**src/rtl/shift_ctrl_if.sv**
```systemverilog
// Request/response bundle between a transfer initiator and shift_ctrl.
// The initiator takes the master modport and shift_ctrl takes the slave modport.
interface shift_ctrl_if #(
  parameter int WIDTH = 8,
  parameter int CW    = $clog2(WIDTH + 1)
);
  logic             start_i;
  logic [WIDTH-1:0] data_i;
  logic             dir_i;
  logic [CW-1:0]    len_i;
  logic             ser_i;
  logic             abort_i;
  logic             ready_o;
  logic             busy_o;
  logic [1:0]       mode_o;
  logic [WIDTH-1:0] par_o;
  logic             d_o;
  logic             done_o;
  logic [CW-1:0]    cnt_o;

  modport master (
    output start_i, data_i, dir_i, len_i, ser_i, abort_i,
    input  ready_o, busy_o, mode_o, par_o, d_o, done_o, cnt_o
  );

  modport slave (
    input  start_i, data_i, dir_i, len_i, ser_i, abort_i,
    output ready_o, busy_o, mode_o, par_o, d_o, done_o, cnt_o
  );
endinterface

```
**src/rtl/shift_ctrl.sv**
```systemverilog
// Sequencer for the downstream mode-controlled shift register. Each transfer is
// one LOAD cycle, then len shift cycles fed from ser_i, then a one-cycle DONE pulse.
module shift_ctrl #(
  parameter int WIDTH = 8
) (
  input  logic         clk,
  input  logic         rst,
  shift_ctrl_if.slave  bus
);
  localparam int CW = $clog2(WIDTH + 1);
  localparam logic [CW-1:0] MAX_CNT = CW'(WIDTH);

  localparam logic [1:0] MODE_HOLD = 2'b00;
  localparam logic [1:0] MODE_LOAD = 2'b01;

  typedef enum logic [1:0] {
    S_IDLE,
    S_LOAD,
    S_SHIFT,
    S_DONE
  } state_e;

  state_e           state_q, state_d;
  logic [WIDTH-1:0] par_q, par_d;
  logic             dir_q, dir_d;
  logic [CW-1:0]    cnt_q, cnt_d;
  logic [1:0]       mode_q, mode_d;
  logic             ready_q, ready_d;
  logic             busy_q, busy_d;
  logic             done_q, done_d;

  // NOTE: every always_comb target gets a default first so no path leaves it unassigned (no latch).
  always_comb begin
    state_d = state_q;
    par_d   = par_q;
    dir_d   = dir_q;
    cnt_d   = cnt_q;

    case (state_q)
      S_IDLE: begin
        if (bus.start_i) begin
          par_d   = bus.data_i;
          dir_d   = bus.dir_i;
          cnt_d   = (bus.len_i > MAX_CNT) ? MAX_CNT : bus.len_i;
          state_d = S_LOAD;
        end
      end
      S_LOAD: begin
        if (bus.abort_i) begin
          cnt_d   = '0;
          state_d = S_IDLE;
        end else begin
          state_d = (cnt_q != '0) ? S_SHIFT : S_DONE;
        end
      end
      S_SHIFT: begin
        if (bus.abort_i) begin
          cnt_d   = '0;
          state_d = S_IDLE;
        end else begin
          cnt_d = cnt_q - 1'b1;
          if (cnt_q == CW'(1)) state_d = S_DONE;
        end
      end
      S_DONE: begin
        state_d = S_IDLE;
      end
      default: begin
        cnt_d   = '0;
        state_d = S_IDLE;
      end
    endcase

    // Outputs are decoded from the next state so they register in step with it.
    mode_d  = MODE_HOLD;
    ready_d = (state_d == S_IDLE);
    busy_d  = (state_d == S_LOAD) || (state_d == S_SHIFT);
    done_d  = (state_d == S_DONE);
    case (state_d)
      S_LOAD:  mode_d = MODE_LOAD;
      S_SHIFT: mode_d = {1'b1, dir_d};
      default: mode_d = MODE_HOLD;
    endcase
  end

  // NOTE: state registers use non-blocking assignments so every flop samples pre-edge values.
  always_ff @(posedge clk) begin
    if (rst) begin
      state_q <= S_IDLE;
      par_q   <= '0;
      dir_q   <= 1'b0;
      cnt_q   <= '0;
      mode_q  <= MODE_HOLD;
      ready_q <= 1'b1;
      busy_q  <= 1'b0;
      done_q  <= 1'b0;
    end else begin
      state_q <= state_d;
      par_q   <= par_d;
      dir_q   <= dir_d;
      cnt_q   <= cnt_d;
      mode_q  <= mode_d;
      ready_q <= ready_d;
      busy_q  <= busy_d;
      done_q  <= done_d;
    end
  end

  // The serial bit passes straight through during SHIFT so the register sees it the same cycle.
  assign bus.d_o     = (state_q == S_SHIFT) & bus.ser_i;
  assign bus.mode_o  = mode_q;
  assign bus.ready_o = ready_q;
  assign bus.busy_o  = busy_q;
  assign bus.done_o  = done_q;
  assign bus.par_o   = par_q;
  assign bus.cnt_o   = cnt_q;
endmodule

```
**src/flat_wrapper.sv**
```systemverilog
// flat-port wrapper written by rule: the top's interface ports become plain ports
module shift_ctrl_flat 
#(
  parameter int WIDTH = 8
)
  (clk, rst, bus_start_i, bus_data_i, bus_dir_i, bus_len_i, bus_ser_i, bus_abort_i, bus_ready_o, bus_busy_o, bus_mode_o, bus_par_o, bus_d_o, bus_done_o, bus_cnt_o);
  shift_ctrl_if #(.WIDTH(WIDTH)) bus_i ();
  input  logic clk;
  input  logic rst;
  input wire logic [$bits(bus_i.start_i)-1:0] bus_start_i;
  input wire logic [$bits(bus_i.data_i)-1:0] bus_data_i;
  input wire logic [$bits(bus_i.dir_i)-1:0] bus_dir_i;
  input wire logic [$bits(bus_i.len_i)-1:0] bus_len_i;
  input wire logic [$bits(bus_i.ser_i)-1:0] bus_ser_i;
  input wire logic [$bits(bus_i.abort_i)-1:0] bus_abort_i;
  output wire logic [$bits(bus_i.ready_o)-1:0] bus_ready_o;
  output wire logic [$bits(bus_i.busy_o)-1:0] bus_busy_o;
  output wire logic [$bits(bus_i.mode_o)-1:0] bus_mode_o;
  output wire logic [$bits(bus_i.par_o)-1:0] bus_par_o;
  output wire logic [$bits(bus_i.d_o)-1:0] bus_d_o;
  output wire logic [$bits(bus_i.done_o)-1:0] bus_done_o;
  output wire logic [$bits(bus_i.cnt_o)-1:0] bus_cnt_o;
  assign bus_i.start_i = bus_start_i;
  assign bus_i.data_i = bus_data_i;
  assign bus_i.dir_i = bus_dir_i;
  assign bus_i.len_i = bus_len_i;
  assign bus_i.ser_i = bus_ser_i;
  assign bus_i.abort_i = bus_abort_i;
  assign bus_ready_o = bus_i.ready_o;
  assign bus_busy_o = bus_i.busy_o;
  assign bus_mode_o = bus_i.mode_o;
  assign bus_par_o = bus_i.par_o;
  assign bus_d_o = bus_i.d_o;
  assign bus_done_o = bus_i.done_o;
  assign bus_cnt_o = bus_i.cnt_o;
  shift_ctrl #(.WIDTH(WIDTH)) u_core (.clk(clk), .rst(rst), .bus(bus_i));
endmodule
```
**config.mk**
```make
export PLATFORM = sky130hd
export DESIGN_NAME = shift_ctrl_flat
export DESIGN_NICKNAME = d
export VERILOG_FILES = /design/src/rtl/shift_ctrl_if.sv /design/src/rtl/shift_ctrl.sv /design/src/flat_wrapper.sv
export SDC_FILE = /design/constraint.sdc
export NUM_CORES = 1
export LEC_CHECK = 0
export CORE_ASPECT_RATIO = 0.6
export CORE_MARGIN = 2
export CORE_UTILIZATION = 40
export CTS_CLUSTER_DIAMETER = 120
export DETAILED_ROUTE_END_ITERATION = 10
export HOLD_SLACK_MARGIN = 0.08
export PLACE_DENSITY = 0.86
export SLEW_MARGIN = 25
export SYNTH_ARGS = -nofsm -noshare
export SYNTH_HDL_FRONTEND = slang
export SYNTH_SLANG_ARGS = --single-unit
```
**constraint.sdc**
```tcl
create_clock -name clk -period 1.87 [get_ports clk]
set_input_delay 0.561 -clock clk [delete_from_list [all_inputs] [get_ports clk]]
set_output_delay 0.561 -clock clk [all_outputs]
set_load 0.05 [all_outputs]
```
After elaboration in Yosys (flattened, before gate mapping). Cells that the tools add are included.

Output and inout bits: 18. Input bits: 18. Logic and storage cells: 41. Flip-flop bits (word level): 20.

Reductions and logical operators: 7. Bitwise operators: 1. Magnitude comparators: 1. Add/sub/neg operators: 1. Eq/ne operators: 9. Multiplexer cells: 14.

Operators by type and width (count): $mux 4 (4); $pmux 4 s3 (1); $eq 2x2->1 const B (4); $mux 2 (4); $pmux 2 s4 (1); $eq 2x1->1 const B (2); $eq 4x1->1 const B (1); $gt 4x4->1 const B (1); $logic_not 2->1 (2); $ne 2x2->1 const B (2); $pmux 2 s2 (1); $reduce_bool 4->1 (1); $sub 4x1->4 const B (1); $mux 1 (3); $reduce_and 3->1 (1); $reduce_bool 3->1 (1); $reduce_and 2->1 (1); $and 1x1->1 (1); $logic_or 1x1->1 (1).

Longest topological paths before layout. Gate-level depths: netlist of run 1.

Depth in word-level cells: 6. Gate-level depth with buffers: 8.

Worst setup path before layout of run 1. No wires, ideal clock.

Path type: reg2reg. From: register u_core.cnt_q[1] (netlist: u_core.bus.cnt_o[1]). To: register u_core.mode_q[0] (netlist: u_core.bus.mode_o[0]). Slack: -0.292 ns. Library setup time: 0.115 ns. Stages on the path, launching flop included: 9. Period minus slack after synthesis: 2.162 ns. Data arrival time: 2.048 ns. Path through: dfxtp_1 > inv_1 > ha_1 > nor3b_1 > o32ai_1 > or2_2 > ha_1 > nor2b_1 > o21a_1.

Cells in the longest elaborated chain, start to end: 6. Elaborated cells on any way between the ends: 10.

Ends and longest elaborated chain: start: declaration (line shift_ctrl.sv:26) `logic [CW-1:0] cnt_q, cnt_d;`; start signal: assignment (line shift_ctrl.sv:101) `cnt_q <= cnt_d;`; $eq 4x1->1 or $reduce_bool 4->1 (tied branches) (line shift_ctrl.sv:62, shift_ctrl.sv:53); $mux 2 or $mux 1 (tied branches) (line shift_ctrl.sv:62, shift_ctrl.sv:53); $mux 2 (on tied branches) (line shift_ctrl.sv:57, shift_ctrl.sv:49); $pmux 2 s4 * (line shift_ctrl.sv:39) `case (state_q)`; $eq 2x2->1 or $eq 2x1->1 (tied branches) (line shift_ctrl.sv:79) `case (state_d)`; $pmux 2 s2 * (line shift_ctrl.sv:79); end signal: assignment (line shift_ctrl.sv:102) `mode_q <= mode_d;`; end: declaration (line shift_ctrl.sv:27) `logic [1:0] mode_q, mode_d;`.

Every way passes the cells marked *; elsewhere a longest branch is shown, timed or not. A chain may end at the register's enable or synchronous reset.

Worst setup path in the final report of run 1.
From: input port bus_ser_i. To: output port bus_d_o.

Cells in the longest elaborated chain, start to end: 1.

Ends and longest elaborated chain: start: declaration (line flat_wrapper.sv:14) `input wire logic [$bits(bus_i.ser_i)-1:0] bus_ser_i;`; $and 1x1->1 (line shift_ctrl.sv:110) `assign bus.d_o = (state_q == S_SHIFT) & bus.ser_i;`; end: declaration (line flat_wrapper.sv:20) `output wire logic [$bits(bus_i.d_o)-1:0] bus_d_o;`.

No other way between the ends.

==> results of run 1 <==
## worst max-delay path, cell delays in order
cell and delay, ns:
clkdlybuf4s50_1 0.46, and2_4 0.15, buf_12 0.13
## per-layer routing
metal	up-vias	global-route usage (%)	share of wire, %
met3	8	6.51	6.5
met1	519	27.6	43
met5	-	0	0
met2	51	36.0	48
li1	540	-	-
met4	0	4.62	1.9
## cells in the final DEF (no fill, tap or decap), types with 3 or more instances in the layout
cell	Yosys	final
clkbuf_8	0	4
a21oi_1	9	9
clkdlybuf4s50_1	0	15
dfxtp_1	20	16
inv_1	7	4
nand2_1	10	10
buf_4	0	40
nor2_1	3	3
ha_4	0	3
buf_12	0	3
o21a_1	3	3
nor2b_1	7	4
ha_1	11	6
nand3_1	8	8
## cells by family (layout without fill, tap and decap cells)
| kind of cell | Yosys count | count (layout) |
|---|---|---|
| AOI/OAI and AO/OA | 29 | 29 |
| and+or+nand+nor | 45 | 45 |
| buffers and inverters | 11 | 72 |
| adders and majority gates | 11 | 11 |
| DFF | 20 | 20 |
## cells in the mapped netlist, types with 2 or more instances
master / number
a211oi_1: 2
a21oi_1: 9
a31oi_1: 2
and2_1: 2
clkbuf_1: 2
dfxtp_1: 20
ha_1: 11
inv_1: 7
nand2_1: 10
nand2b_1: 2
nand3_1: 8
nor2_1: 3
nor2b_1: 7
nor3_1: 2
o21a_1: 3
o21ba_2: 2
o32ai_1: 3
or2_2: 3
## where the power goes
group	internal [mW]	total [mW]	switching, mW	leakage, nW
combinational	0.744	1.56	0.811	0.555
clock	0.187	0.329	0.142	0.0288
sequential	0.532	0.606	0.0741	0.166
## stage by stage
step | setup WS (ns) | hold WS (ns) | util (%) | power [mW] | TNS [ns]
global route | -0.0263 | 0.484 | 72.2 | 2.66 | -0.0401
global placement | -0.469 | 0.446 | 64.1 | 1.87 | -2.33
floorplan | 0.0111 | 0.627 | - | 1.42 | 0
CTS | -0.0130 | 0.467 | 69.1 | 2.37 | -0.0130
finish | 0.0145 | 0.466 | 72.2 | 2.49 | 0
detailed placement | -0.521 | 0.456 | 64.1 | 1.93 | -2.59
## flip-flops by register name, summed over array words and instances, names as in the netlist
register,flops
u_core.bus.busy_o,1
u_core.bus.mode_o,2
u_core.state_q,2
u_core.bus.ready_o,1
u_core.bus.done_o,1
u_core.bus.cnt_o,4
u_core.bus.par_o,8
u_core.dir_q,1
## layout make-up
type	count	area, um2	area share, %
clock buffer	4	55.1	3.06
multi-input combinational	85	723	40.3
tap	32	40.0	2.23
sequential	20	410	22.8
inverter	7	28.8	1.60
timing repair buffer	61	539	30.0
## timing repair
item,CTS,global route
gates resized for setup,18,6
buffers inserted,2,6
pin swaps,2,7
setup endpoints to repair,6,4
## worst paths after layout
| check | endpoint | slack (ns) | cells after the start |
|---|---|---|---|
| setup / recovery | bus_d_o | 0.01 | 3 |
| hold / removal | u_core.bus.par_o[3] | 0.47 | 2 |
| setup reg to reg | u_core.bus.mode_o[0] | 0.04 | 10 |
| hold reg to reg | u_core.bus.par_o[3] | 0.47 | 2 |
==> metrics.csv, run 1 <==
metric,value,unit
num_vias,1118,
final-setup-viol-count,0,
cts_hold_buf,0,
synthXorXnorAreaFrac,0,%
dpl-instance-area,1590,um2
synth_top_family_by_area,simple AND/OR/NAND/NOR gates,
routed_via_density,5.35,
synthCells,116,
hold_path.startpoint,u_core.bus.par_o[3],
h-tree-depth,1,
crit_path_start_kind,input port,
fin_skew,0.00509,ns
syn_area_per_cell,9.02,um2
areaGrowthSynthToFinish,71.8,%
fin_cells,209,
synth_warnings,0,
cts_num_sinks,20,
layout-drive-gt1-share,42.4,%
diodes,0,
gr-usage-all-layers,21.4,%
clockBufferDepth,2,
path_class,input port to primary output,
ir_drop,1.02,mV
fin_crit_sh,99.2,%
cts-root-buf,clkbuf_8,
synth-compound-area-share,20.8,%
p_per_area,1390,nW/um2
die-area,3050,um2
slew_viol_final,0,
ant_nets,0,
fillers,185,
synth-simple-area-share,23.7,%
postLayoutCellArea,1800,um2
synth-edff-count,0,
synth_top_area_cell,dfxtp_1,
routed_wl,3140,um
cts_tree,built,
startpoint,bus_ser_i,
worst_hold_path_type,flip-flop to flip-flop,
grt_max_degree,20,
tightest_slew,0.311,ns
grt_pass1_wl,5040,um
clkSlewWorstSetupHoldPaths,0.07,ns
dp_cells,197,
max_slew_margin,79.2,%
crit_arrival,1.29,ns
grt_pass1_vias,1070,
p_leak,0.750,nW
ys_seq_area_share,38.3,%
portBuffers,35,
dieHeight,43.6,um
synth_seq_cells,20,
outcome,finished clean,
overflow,0,
rows,14,
die_w,70.0,um
period_needed,1.86,ns
hold_violations,0,
start_util,42.1,%
insertion_delay,0.26,ns
ys.flop_type,dfxtp_1,
synth_cell_type_count,36,
synthMuxAreaShare,0,%
wl_per_cell,15.0,um
maxCapViolCount,0,
drcViolationCount,0,
fmax,539,MHz
synthAdderAreaFrac,13.2,%
async_flop_share,0,%
core_area,2490,um2
gp_congestion,0.876,
first_pass_iters,4,
reg2reg_from,u_core.bus.cnt_o[1],
critical_path.max_fanout,1,
worstPathRequired,1.31,ns
dp_hpwl,2280,um
antenna_found_initial,0,
io_pins,36,
synth_top_area_share,38.3,%
synth_top_cells_by_area,"dfxtp_1, ha_1, a21oi_1, nor2b_1, nand3_1",
nets,207,
numCtsBuffers,3,
netlist_area,1050,um2
dr.first_iter.drc_count,137,
rsz0062_at_grt,yes,
end_kind,primary output,
syn_nets,145,
Power figures use the tool's default switching activity.
==> run 2: changes to the inputs <==
CORE_ASPECT_RATIO = 2   (was 0.6)
==> run 2 against run 1 <==
Combinational power about the same. Non-clock buffer count down 1. Via count down 2.2%. Setup slack better by 0.0082 ns. Final area up 1.3%. Clock power up 14%. Critical path type unchanged. Critical endpoint unchanged.
==> metrics.csv, run 2 (synthesized netlist as in run 1, its figures left out) <==
metric,value,unit,change
drcViolationCount,0,,unchanged
fin_tns_setup,0,ns,unchanged
dr.first_iter.drc_count,18,,was 137
fin_util,72.6,%,was 72.2%
grt_max_degree,20,,unchanged
gr-usage-all-layers,21.4,%,about the same
first_pass_iters,5,,was 4
grt_pass1_wl,4590,um,was 5040 um
p_leak,0.751,nW,was 0.750 nW
dieHeight,76.3,um,was 43.6 um
startpoint,bus_ser_i,,unchanged
clkSlewWorstSetupHoldPaths,0.08,ns,was 0.07 ns
ir_drop,0.883,mV,was 1.02 mV
wl_per_cell,15.7,um,was 15.0 um
crit_arrival,1.29,ns,about the same
whs,0.461,ns,was 0.466 ns
largest_reg_flops,8,,unchanged
dp_hpwl,2320,um,was 2280 um
core_area,2500,um2,was 2490 um2
io_pins,36,,unchanged
cp_num_buf_inv,2,,unchanged
worst_hold_path_type,flip-flop to flip-flop,,unchanged
routed_via_density,5.36,,was 5.35
areaGrowthSynthToFinish,73.9,%,was 71.8%
portBuffers,35,,unchanged
routed_wl,3200,um,was 3140 um
grt_pass1_vias,1084,,was 1070
h-tree-depth,1,,unchanged
fmax,541,MHz,was 539 MHz
reg2reg_to,u_core.bus.mode_o[0],,unchanged
endpoint,bus_d_o,,unchanged
rrSetupSlack,0.05,ns,was 0.04 ns
seq_area,415,um2,was 410 um2
outcome,finished clean,,unchanged
pre_cts_slack,-0.528,ns,was -0.521 ns
gp_congestion,0.854,,was 0.876
cts-root-buf,clkbuf_8,,unchanged
worstPathRequired,1.31,ns,about the same
multi_input_area,727,um2,was 723 um2
path_class,input port to primary output,,unchanged
diodes,0,,unchanged
maxCapViolCount,0,,unchanged
die_w,40.2,um,was 70.0 um
worstHoldPathCells,2,,unchanged
fin_skew,0.00300,ns,was 0.00509 ns
reg2reg_from,u_core.state_q[1],,was u_core.bus.cnt_o[1]
fin_crit_sh,98.8,%,was 99.2%
critPathSlowestCell,clkdlybuf4s50_1,,unchanged
antenna_found_initial,0,,unchanged
final-setup-viol-count,0,,unchanged
cts_tree,built,,unchanged
cts_hold_buf,0,,unchanged
clockBufferDepth,2,,unchanged
final_common_cell,buf_4,,unchanged
crit_family,buffers and inverters,,unchanged
cts_num_sinks,20,,unchanged
num_vias,1093,,was 1118
die-area,3070,um2,was 3050 um2
numCtsBuffers,3,,unchanged
setup_slack,0.0226,ns,was 0.0145 ns
final_cell_mix,"buf_4, dfxtp_1, clkdlybuf4s50_1, nand2_1, a21oi_1",,unchanged
hold_violations,0,,unchanged
crit_cells,3,,unchanged
end_kind,primary output,,unchanged
period_needed,1.85,ns,was 1.86 ns
start_util,41.8,%,was 42.1%
max_slew_margin,77.1,%,was 79.2%
p_per_area,1400,nW/um2,was 1390 nW/um2
nets,206,,was 207
overflow,0,,unchanged
rr_worst_depth,8,,was 10
crit_path_start_kind,input port,,unchanged
fillers,174,,was 185
layout-drive-gt1-share,42.6,%,was 42.4%
slew_viol_final,0,,unchanged
crit_chain,clkdlybuf4s50_1 > and2_4 > buf_12,,unchanged
ant_nets,0,,unchanged
critical_path.max_fanout,1,,unchanged
rows,26,,was 14
tightest_slew,0.343,ns,was 0.311 ns
max_stage_delay,0.45,ns,was 0.46 ns
total_power,2.55,mW,was 2.49 mW
insertion_delay,0.25,ns,was 0.26 ns
[run 2: cell types whose count changed in the layout (fill, tap and decap cells not counted), moves of 2 or more]
cell / change
buf_4: -3
buf_6: +2
dfxtp_2: -2
dfxtp_4: +2
ha_2: -2
ha_4: +2
inv_2: -2
inv_4: +2
[run 2: worst min-delay path by stage]
stage | from | end | slack, ns
detailed placement | u_core.bus.par_o[3] | u_core.bus.par_o[3] | 0.45
CTS | u_core.bus.par_o[3] | u_core.bus.par_o[3] | 0.46
global route | u_core.bus.par_o[6] | u_core.bus.par_o[6] | 0.49
finish | u_core.bus.par_o[3] | u_core.bus.par_o[3] | 0.46
floorplan | u_core.dir_q | u_core.dir_q | 0.63
global placement | u_core.bus.par_o[6] | u_core.bus.par_o[6] | 0.44
[run 2: repair_timing]
item                       4_1_cts  5_1_grt
gates resized for setup         20       12
setup buffers                    5        2
pin swaps                        3        2
gates cloned                     0        0
setup endpoints to repair        6        2
[run 2: where the power goes]
group	total, mW	internal (mW)	leakage [nW]	switching [mW]
registers	0.616	0.535	0.167	0.0806
logic	1.56	0.742	0.551	0.815
clock network	0.376	0.232	0.0339	0.144
[run 2: worst reg2reg max path: stages, from the launching register on]
cell and delay [ns]:
dfxtp_4 0.39, inv_4 0.06, ha_4 0.17, or2_4 0.26, o221ai_4 0.20, and2_4 0.18, ha_1 0.22, nor2b_2 0.15
o21a_1 0.10
[run 2: metrics by stage]
| step | area (um2) | instances |
|---|---|---|
| finish | 1820 | 204 |
| global route | 1820 | 204 |
| CTS | 1740 | 202 |
| detailed placement | 1590 | 193 |
| global placement | 1590 | 193 |
| floorplan | 1090 | 116 |
[run 2: layout make-up]
| type | count | share of cell area [%] |
|---|---|---|
| clock buffer | 4 | 3.65 |
| multi-input combinational | 85 | 40.0 |
| timing repair buffer | 60 | 29.8 |
| inverter | 7 | 1.86 |
| tap | 28 | 1.93 |
| sequential | 20 | 22.8 |
[run 2: routing by layer]
metal / GRT usage, % / vias to the layer above / share of wire, %
met1: 17.7 / 501 / 34
li1: - / 538 / -
met2: 41.1 / 40 / 59
met4: 10.7 / 0 / 3.0
met5: 0 / - / 0
met3: 3.50 / 14 / 4.8
==> run 3: changes to the inputs <==
CORE_ASPECT_RATIO = unset   (was 2)
CORE_UTILIZATION = 44   (was 40)
PLACE_DENSITY = 0.89   (was 0.86)
clock period = 2.1 ns   (was 1.87 ns; I/O delays follow)
==> run 3 against run 2 <==
Clock skew up 0.0045 ns. Non-clock buffer count is 18 lower. Setup slack better by 0.059 ns. Die area down 9.2%. Combinational power shrank 30%. Sequential power shrank 16%. Worst hold slack got worse by 0.0021 ns. Critical path type is now input port to flip-flop. Largest cell class unchanged. Highest routed layer is now met3.
==> metrics.csv, run 3 (synthesized netlist as in run 1, its figures left out) <==
metric,value,unit,change
outcome,finished clean,,unchanged
overflow,0,,unchanged
min_to,u_core.bus.par_o[0],,was u_core.bus.par_o[3]
diodes,0,,unchanged
crit_chain,clkdlybuf4s50_1 > or3b_4 > o221ai_4 > and2_4 > ha_1 > nor2b_1 > o21a_1,,was clkdlybuf4s50_1 > and2_4 > buf_12
pre_cts_slack,-0.357,ns,was -0.528 ns
largest_reg_flops,8,,unchanged
rsz0062_at_grt,no,,
path_class,input port to flip-flop,,was input port to primary output
max_slew_margin,65.8,%,was 77.1%
fillers,162,,was 174
cts-root-buf,clkbuf_4,,was clkbuf_8
worstHoldPathCells,2,,unchanged
dp_hpwl,1830,um,was 2320 um
reg2reg_from,u_core.state_q[1],,unchanged
hold_violations,0,,unchanged
rr_worst_depth,8,,unchanged
fin_skew,0.00748,ns,was 0.00300 ns
fin_crit_sh,96.1,%,
num_vias,962,,was 1093
dr.first_iter.drc_count,18,,unchanged
nets,188,,was 206
areaGrowthSynthToFinish,50.5,%,was 73.9%
fin_cells,186,,was 204
p_leak,0.737,nW,was 0.751 nW
fmax,496,MHz,
reg2reg_to,u_core.bus.mode_o[0],,unchanged
die_w,52.8,um,was 40.2 um
rrSetupSlack,0.12,ns,was 0.05 ns
cts_tree,built,,unchanged
antenna_found_initial,0,,unchanged
grt_pass1_vias,887,,was 1084
critPathSlowestCell,clkdlybuf4s50_1,,unchanged
hold_path.startpoint,u_core.bus.par_o[0],,was u_core.bus.par_o[3]
crit_arrival,2.22,ns,was 1.29 ns
grt_max_degree,20,,unchanged
portBuffers,35,,unchanged
insertion_delay,0.30,ns,was 0.25 ns
p_per_area,1160,nW/um2,was 1400 nW/um2
whs,0.459,ns,was 0.461 ns
maxCapViolCount,0,,unchanged
io_pins,36,,unchanged
gp_congestion,0.939,,was 0.854
final-setup-viol-count,0,,unchanged
routed_wl,2430,um,was 3200 um
first_pass_iters,4,,was 5
wl_per_cell,13.1,um,was 15.7 um
cts_hold_buf,0,,unchanged
multi_input_area,664,um2,was 727 um2
layout-drive-gt1-share,24.1,%,was 42.6%
cp_num_buf_inv,1,,was 2
critical_path.max_fanout,3,,was 1
final_cell_mix,"dfxtp_1, clkdlybuf4s50_1, buf_4, nand2_1, ha_1",,"was buf_4, dfxtp_1, clkdlybuf4s50_1, nand2_1, a21oi_1"
crit_path_start_kind,input port,,unchanged
period_needed,2.02,ns,
max_stage_delay,0.44,ns,was 0.45 ns
worst_hold_path_type,flip-flop to flip-flop,,unchanged
crit_family,simple AND/OR/NAND/NOR gates,,was buffers and inverters
rows,17,,was 26
post_cts_buffers,0,,was 5
dp_cells,182,,was 193
grt_pass1_wl,3860,um,was 4590 um
ant_nets,0,,unchanged
cts_num_sinks,20,,unchanged
drcViolationCount,0,,unchanged
die-area,2780,um2,was 3070 um2
h-tree-depth,1,,unchanged
numCtsBuffers,3,,unchanged
final_common_cell,dfxtp_1,,was buf_4
dieHeight,52.8,um,was 76.3 um
setup_slack,0.0819,ns,was 0.0226 ns
tightest_slew,0.512,ns,was 0.343 ns
end_kind,flip-flop,,was primary output
gr-usage-all-layers,18.3,%,was 21.4%
slew_viol_final,0,,unchanged
core_area,2230,um2,was 2500 um2
seq_area,404,um2,was 415 um2
clkSlewWorstSetupHoldPaths,0.11,ns,was 0.08 ns
clockBufferDepth,2,,unchanged
worstPathRequired,2.30,ns,was 1.31 ns
routed_via_density,5.17,,was 5.36
start_util,46.8,%,was 41.8%
ir_drop,1.22,mV,was 0.883 mV
run 3: cell type report:
cell class / instances / share of cell area [%]
clock buffers: 4 / 2.31
multi-input cells: 85 / 42.2
flip-flops and latches: 20 / 25.7
repair buffers: 42 / 25.9
well taps: 28 / 2.23
inverters: 7 / 1.67
run 3: worst min-delay path, stage by stage, from the launching register on:
cell	delay [ns]
dfxtp_1	0.32
nand2_1	0.05
a21oi_1	0.05
run 3: what timing repair did:
| action | in CTS | in global routing |
|---|---|---|
| gates resized for setup | 6 | 15 |
| endpoints found under the setup margin | 1 | 10 |
| pin swaps | 0 | 1 |
run 3: metrics by stage:
step	power (mW)	setup TNS (ns)	utilization, %	cell area (um2)
2_1_floorplan	1.20	0	-	1050
3_3_place_gp	1.48	-1.02	65.2	1460
3_5_place_dp	1.50	-1.32	65.2	1460
4_1_cts	1.76	0	67.6	1510
5_1_grt	1.95	0	70.5	1570
6_report	1.82	0	70.5	1570
run 3: power by group:
| part | switching [mW] | total [mW] | internal [mW] | leakage, nW |
|---|---|---|---|---|
| clock | 0.112 | 0.218 | 0.106 | 0.0210 |
| sequential | 0.0518 | 0.519 | 0.467 | 0.165 |
| combinational | 0.626 | 1.09 | 0.461 | 0.550 |
run 3: worst max path at each step:
stage,start,endpoint,slack (ns),depth (start not counted)
floorplan,u_core.bus.cnt_o[1],u_core.bus.mode_o[0],0.13,8
global placement,bus_start_i,u_core.bus.mode_o[0],-0.28,7
detailed placement,bus_start_i,u_core.bus.mode_o[0],-0.36,7
CTS,u_core.bus.par_o[1],bus_par_o[1],0.005,1
global route,u_core.state_q[1],u_core.bus.mode_o[0],0.002,8
finish,bus_start_i,u_core.bus.mode_o[0],0.08,7
run 3: layer usage:
layer / global-route usage (%) / vias up / share of wire (%) / routed length, um
met2: 32.1 / 21 / 51 / 1250
li1: - / 497 / - / -
met5: 0 / - / 0 / 0
met1: 22.8 / 444 / 44 / 1070
met4: 1.28 / 0 / 0 / 0
met3: 5.71 / 0 / 4.8 / 116
